**config.mk**
```make
export PLATFORM = sky130hd
export DESIGN_NAME = seq_det_scheduler_flat
export DESIGN_NICKNAME = d
export VERILOG_FILES = /design/src/rtl/seq_det_pkg.sv /design/src/rtl/seq_det_scheduler_if.sv /design/src/rtl/seq_det_core.sv /design/src/rtl/seq_det_scheduler.sv /design/src/flat_wrapper.sv
export SDC_FILE = /design/constraint.sdc
export NUM_CORES = 1
export LEC_CHECK = 0
export ABC_AREA = 1
export ABC_CLOCK_PERIOD_IN_PS = 4800
export CORE_UTILIZATION = 45
export DETAILED_ROUTE_END_ITERATION = 7
export GPL_TIMING_DRIVEN = 0
export PLACE_DENSITY = 0.69
export SYNTH_ARGS = -nofsm -noshare
export SYNTH_HDL_FRONTEND = slang
export SYNTH_SLANG_ARGS = --single-unit
export TNS_END_PERCENT = 5
```
**constraint.sdc**
```tcl
create_clock -name clk -period 4.8 [get_ports clk]
set_input_delay 0.96 -clock clk [delete_from_list [all_inputs] [get_ports clk]]
set_output_delay 0.96 -clock clk [all_outputs]
set_load 0.1 [all_outputs]
```
**src/rtl/seq_det_pkg.sv**
```systemverilog
// Shared types and constants for the time-multiplexed 1001 sequence detector.
package seq_det_pkg;

  localparam int MAX_CH = 16;

  // Matched prefix length of 1001.
  typedef enum logic [1:0] {
    S0 = 2'b00,
    S1 = 2'b01,
    S2 = 2'b10,
    S3 = 2'b11
  } state_t;

  // Result of one detection step.
  typedef struct packed {
    state_t state;
    logic   hit;
  } step_t;

endpackage

```
**src/rtl/seq_det_scheduler_if.sv**
```systemverilog
// Channel-side handshake plus hit/busy reporting for seq_det_scheduler.
// The master is the channel front end; the slave is the scheduler.
interface seq_det_scheduler_if #(
  parameter int NUM_CH = 4
);
  localparam int CH_W = $clog2(NUM_CH);

  logic [NUM_CH-1:0] in_valid;
  logic [NUM_CH-1:0] in_bit;
  logic [NUM_CH-1:0] in_ready;
  logic [NUM_CH-1:0] chan_clear;
  logic              hit_valid;
  logic [CH_W-1:0]   hit_chan;
  logic              busy;

  modport master (
    output in_valid, in_bit, chan_clear,
    input  in_ready, hit_valid, hit_chan, busy
  );

  modport slave (
    input  in_valid, in_bit, chan_clear,
    output in_ready, hit_valid, hit_chan, busy
  );
endinterface

```
**src/rtl/seq_det_core.sv**
```systemverilog
// Combinational 1001 Mealy step, shared by all channels of the scheduler.
// Build option: SEQ_DET_SCHED_OVERLAP_EN selects overlapping detection
// (S3 + 1 restarts at S1); undefined gives non-overlapping (S3 + 1 -> S0).
module seq_det_core
  import seq_det_pkg::*;
(
  input  state_t state_in,
  input  logic   bit_in,
  output state_t state_out,
  output logic   hit
);

  step_t res;

  // Next state and hit for one consumed bit.
  always_comb begin
    // NOTE: every field gets a default first so no path leaves it unassigned (no latch).
    res = '{state: S0, hit: 1'b0};
    case (state_in)
      S0: res.state = bit_in ? S1 : S0;
      S1: res.state = bit_in ? S1 : S2;
      S2: res.state = bit_in ? S1 : S3;
      S3: begin
        res.hit = bit_in;
`ifdef SEQ_DET_SCHED_OVERLAP_EN
        // The completing 1 is also the first bit of the next match.
        res.state = bit_in ? S1 : S0;
`else
        res.state = S0;
`endif
      end
      default: res.state = S0;
    endcase
  end

  assign state_out = res.state;
  assign hit       = res.hit;

endmodule

```
**src/rtl/seq_det_scheduler.sv**
```systemverilog
// Round-robin scheduler sharing one 1001 detector step across NUM_CH serial
// channels. Holds per-channel state, the arbiter pointer and output registers.
// Build option: SEQ_DET_SCHED_OVERLAP_EN (consumed inside seq_det_core only).
module seq_det_scheduler
  import seq_det_pkg::*;
#(
  parameter int NUM_CH = 4
) (
  input  logic                clk,
  input  logic                reset,
  seq_det_scheduler_if.slave  bus
);

  localparam int CH_W = $clog2(NUM_CH);

  state_t            state      [NUM_CH];
  state_t            state_next [NUM_CH];
  logic [CH_W-1:0]   ptr;
  logic [CH_W-1:0]   ptr_next;
  logic [NUM_CH-1:0] eligible;
  logic [NUM_CH-1:0] grant;
  logic              grant_any;
  logic [CH_W-1:0]   grant_idx;
  state_t            core_state_in;
  state_t            core_state_out;
  logic              core_bit_in;
  logic              core_hit;
  logic              busy_next;
  logic              hit_valid_q;
  logic [CH_W-1:0]   hit_chan_q;
  logic              busy_q;

  // A clear wins over a grant: cleared channels never compete.
  assign eligible = bus.in_valid & ~bus.chan_clear;

  // Round-robin search from ptr; first eligible channel wins.
  always_comb begin
    int idx;
    idx       = 0;
    grant     = '0;
    grant_any = 1'b0;
    grant_idx = '0;
    for (int i = 0; i < NUM_CH; i++) begin
      idx = int'(ptr) + i;
      if (idx >= NUM_CH) idx = idx - NUM_CH;
      if (!grant_any && eligible[idx]) begin
        grant_any  = 1'b1;
        grant_idx  = CH_W'(idx);
        grant[idx] = 1'b1;
      end
    end
  end

  assign bus.in_ready = grant;

  // The single shared step sees only the granted channel.
  assign core_state_in = state[grant_idx];
  assign core_bit_in   = bus.in_bit[grant_idx];

  seq_det_core u_core (
    .state_in  (core_state_in),
    .bit_in    (core_bit_in),
    .state_out (core_state_out),
    .hit       (core_hit)
  );

  // Per-channel write-back and post-update busy flag.
  always_comb begin
    busy_next = 1'b0;
    for (int i = 0; i < NUM_CH; i++) begin
      state_next[i] = state[i];
      if (bus.chan_clear[i])  state_next[i] = S0;
      else if (grant[i])      state_next[i] = core_state_out;
      busy_next = busy_next | (state_next[i] != S0);
    end
  end

  // Pointer moves past the granted channel, holds when nothing is granted.
  always_comb begin
    ptr_next = ptr;
    if (grant_any) ptr_next = (grant_idx == CH_W'(NUM_CH - 1)) ? '0 : grant_idx + 1'b1;
  end

  // State, pointer and output registers; reset also drops a same-cycle hit.
  always_ff @(posedge clk) begin
    if (reset) begin
      // NOTE: the state array is a handful of flops, not RAM, so it is reset with everything else.
      for (int i = 0; i < NUM_CH; i++) state[i] <= S0;
      ptr         <= '0;
      hit_valid_q <= 1'b0;
      hit_chan_q  <= '0;
      busy_q      <= 1'b0;
    end else begin
      // NOTE: non-blocking assignments so every register samples pre-edge values.
      for (int i = 0; i < NUM_CH; i++) state[i] <= state_next[i];
      ptr         <= ptr_next;
      hit_valid_q <= grant_any & core_hit;
      if (grant_any & core_hit) hit_chan_q <= grant_idx;
      busy_q      <= busy_next;
    end
  end

  assign bus.hit_valid = hit_valid_q;
  assign bus.hit_chan  = hit_chan_q;
  assign bus.busy      = busy_q;

endmodule

```
**src/flat_wrapper.sv**
```systemverilog
// flat-port wrapper written by rule: the top's interface ports become plain ports
module seq_det_scheduler_flat import seq_det_pkg::*;
#(
  parameter int NUM_CH = 4
)
  (clk, reset, bus_in_valid, bus_in_bit, bus_chan_clear, bus_in_ready, bus_hit_valid, bus_hit_chan, bus_busy);
  seq_det_scheduler_if #(.NUM_CH(NUM_CH)) bus_i ();
  input  logic clk;
  input  logic reset;
  input wire logic [$bits(bus_i.in_valid)-1:0] bus_in_valid;
  input wire logic [$bits(bus_i.in_bit)-1:0] bus_in_bit;
  input wire logic [$bits(bus_i.chan_clear)-1:0] bus_chan_clear;
  output wire logic [$bits(bus_i.in_ready)-1:0] bus_in_ready;
  output wire logic [$bits(bus_i.hit_valid)-1:0] bus_hit_valid;
  output wire logic [$bits(bus_i.hit_chan)-1:0] bus_hit_chan;
  output wire logic [$bits(bus_i.busy)-1:0] bus_busy;
  assign bus_i.in_valid = bus_in_valid;
  assign bus_i.in_bit = bus_in_bit;
  assign bus_i.chan_clear = bus_chan_clear;
  assign bus_in_ready = bus_i.in_ready;
  assign bus_hit_valid = bus_i.hit_valid;
  assign bus_hit_chan = bus_i.hit_chan;
  assign bus_busy = bus_i.busy;
  seq_det_scheduler #(.NUM_CH(NUM_CH)) u_core (.clk(clk), .reset(reset), .bus(bus_i));
endmodule
```
==> results by group <==
Outcome
  – Outcome: finished clean

Layout
  – Core Util, Final: 58.52%
  – Total Nets Final: 249
  – Area Overhead vs Synth: 22.16%
  – Final Instance Area: 0.001628 mm^2
  – Multi-input combinational cell area: 920.9 um^2
  – Most frequent cells in the layout: nand2_1 (55), nand3_1 (26), inv_1 (23), clkdlybuf4s50_1 (17), nand3_2 (15)
  – Share of layout cells above drive strength 1: 18.50%
  – FILL cells: 279
  – Commonest non-fill, non-tap cell in the layout: nand2_1
  – Antenna diodes: 0
  – FF+latch area: 280.3 um^2

Placement
  – Worst slack, placed: 63.60 ps
  – Number of buffers added on ports: 21
  – Placed cell area: 0.001582 mm^2
  – GP Congestion: 0.9672
  – DP Wirelength: 2.604 mm

Hold path
  – Worst Hold Class: reg2reg

Route
  – Initial DRC Count: 59
  – Via count of the routed design: 1381
  – Routed WL: 3.288 mm
  – Initial DRT Pass Iterations: 4
  – Drt wl/cell: 12.74 um
  – Post-DRT Antenna Nets: 0
  – DRC: 0
  – Vias per cell: 5.353

Synth
  – Avg Cell Area, Syn: 6.597 um^2
  – Synthesized area: 0.001333 mm^2
  – Mapped Nets: 223
  – Synth top area share: 21.03%
  – Syn Inst Count: 202
  – Area contributors post-synth: dfxtp_1 (21%), nand2_1 (15%), nand3_2 (11%), nand3_1 (9.8%), ha_1 (6.6%)
  – Unique masters post-synth: 27
  – Yosys warns: 0
  – Area leader, netlist: dfxtp_1
  – Post-synthesis sequential area ratio: 21.03%
  – Register bit total from synthesis: 14

STA
  – Crit share post-route: 90.18%
  – Final worst-path setup slack: 471.6 ps
  – Setup_tns: 0 ps
  – Final worst path period need: 4328 ps
  – Final slew viol count: 0
  – Worst slew pin tran: 977.0 ps
  – Fmax: 0.2310 GHz
  – Slew margin rel.: 34.67%
  – Unrepaired setup endpoints after global routing: false
  – Hold Vio Cnt, Final: 0
  – Final setup violating endpoints: 0
  – Final Skew: 5.001 ps

Global route
  – Vias in the first global route: 1270
  – Total gr overflow: 0
  – Initial antenna violation count: 0
  – Largest net degree at the start of global routing: 11
  – Gr usage total: 22.79%
  – Global-route wire length before repair: 5.678 mm

Flow run
  – Maximum Capacitance Violations: 0

Clock network
  – CTS tree: done
  – CTS Root Cell: clkbuf_4
  – CTS Buf Count: 3
  – Clock latency on the worst-skew pair: 290 ps
  – H-tree level count: 1
  – Clk slew on worst S/H paths: 100 ps
  – Clock Sinks: 14
  – Setup Buffers After CTS: 0
  – CTS max path bufs: 2

Floorplan
  – Die width: 56.42 um
  – Starting Density: 47.91%
  – Die ar.: 0.003183 mm^2
  – Core ar.: 0.002781 mm^2
  – Die Span Y: 56.42 um
  – Std cell rows: 19
  – IO Pins: 22

Critical path
  – CP max-delay cell: dlymetal6s2s_1
  – WS Path Type: reg2out
  – Worst path max stage delay: 820 ps
  – Worst path cell trace: inv_1 > ha_1 > inv_1 > nand3_2 > nand2_2 > nand2_1 > nor2_1 > a21oi_1 > o21ai_0 > dlymetal6s2s_1
  – Critical Path Sink Type: primary output
  – Worst path bufs/invs: 3
  – Critical path required time: 3840 ps
  – Crit path max fanout: 9
  – Crit-path most repeated cell: inv_1
  – CP top delay family: buffers and inverters
  – Setup crit start kind: flop
  – Critical path arrival: 3370 ps
[synth_stat cells (all sizes together)]
master	instances
o2111ai	3
nor3	1
nand4	2
clkbuf	1
a31oi	1
o22ai	1
nand3	41
nor4	1
o21ai	8
nand3b	2
nand2	67
dfxtp	14
buf	3
or2	1
a21oi	5
inv	27
nor2	14
a211oi	2
ha	7
xnor2	1
[flip-flops by register name (all words and copies together), names as in the netlist]
signal and count:
u_core.bus.hit_chan 2, u_core.ptr 2, u_core.bus.hit_valid 1, u_core.state 8
u_core.bus.busy 1
[worst paths after layout]
path                     startpoint                endpoint  slack (ps)  cells past startpoint
max                   u_core.ptr[1]         bus_in_ready[1]         470                     10
min reg2reg  u_core.bus.hit_chan[1]  u_core.bus.hit_chan[1]         490                      2
min          u_core.bus.hit_chan[1]  u_core.bus.hit_chan[1]         490                      2
max reg2reg           u_core.ptr[1]         u_core.bus.busy        1770                     20
[per-layer routing]
metal	global-route usage, %	routed length, um	part of all wire [%]	vias to the layer above
li1	-	-	-	709
met1	29.89	1574	48	638
met2	38.10	1535	47	32
met3	4.378	160	4.9	2
met4	6.272	18	0.55	0
met5	0	0	0	-
[kinds of logic (layout without fill, tap and decap cells)]
family	Yosys count	after routing	synth area share [%]
adders and majority gates	7	7	6.572
and+or+nand+nor	129	129	52.68
DFF	14	14	21.03
AOI/OAI and AO/OA	20	20	9.203
buffers and inverters	31	56	9.858
xor gates and xnor gates	1	1	0.6574
[timing repair]
action | CTS | global route
resized for setup | 0 | 4
hold endpoints to repair | 0 | 0
hold buffers | 0 | 0
endpoints found under the setup margin | 0 | 4
[through the flow]
step	hold slack, ps	std cells
2_1_floorplan	547.7	202
3_3_place_gp	477.9	254
4_1_cts	497.8	258
3_5_place_dp	483.8	254
5_1_grt	540.8	258
6_report	494.8	258
[worst min-delay path: cells and delay by family (launching register included)]
family	cells	cell delay [ps]
compound gates	1	40
flops	1	320
simple gates	1	90
[cell type report]
| class | count | share of cell area, % |
|---|---|---|
| Timing Repair Buffer | 21 | 13.53 |
| Buffer | 4 | 1.845 |
| Sequential cell | 14 | 17.22 |
| Multi-Input combinational cell | 157 | 56.57 |
| Clock buffer | 4 | 2.229 |
| Tap cell | 31 | 2.383 |
| Inverter | 27 | 6.226 |
Power is left out: the tool's default activity adds up to more than one toggle a clock period on the data nets, which glitch-free logic cannot reach.
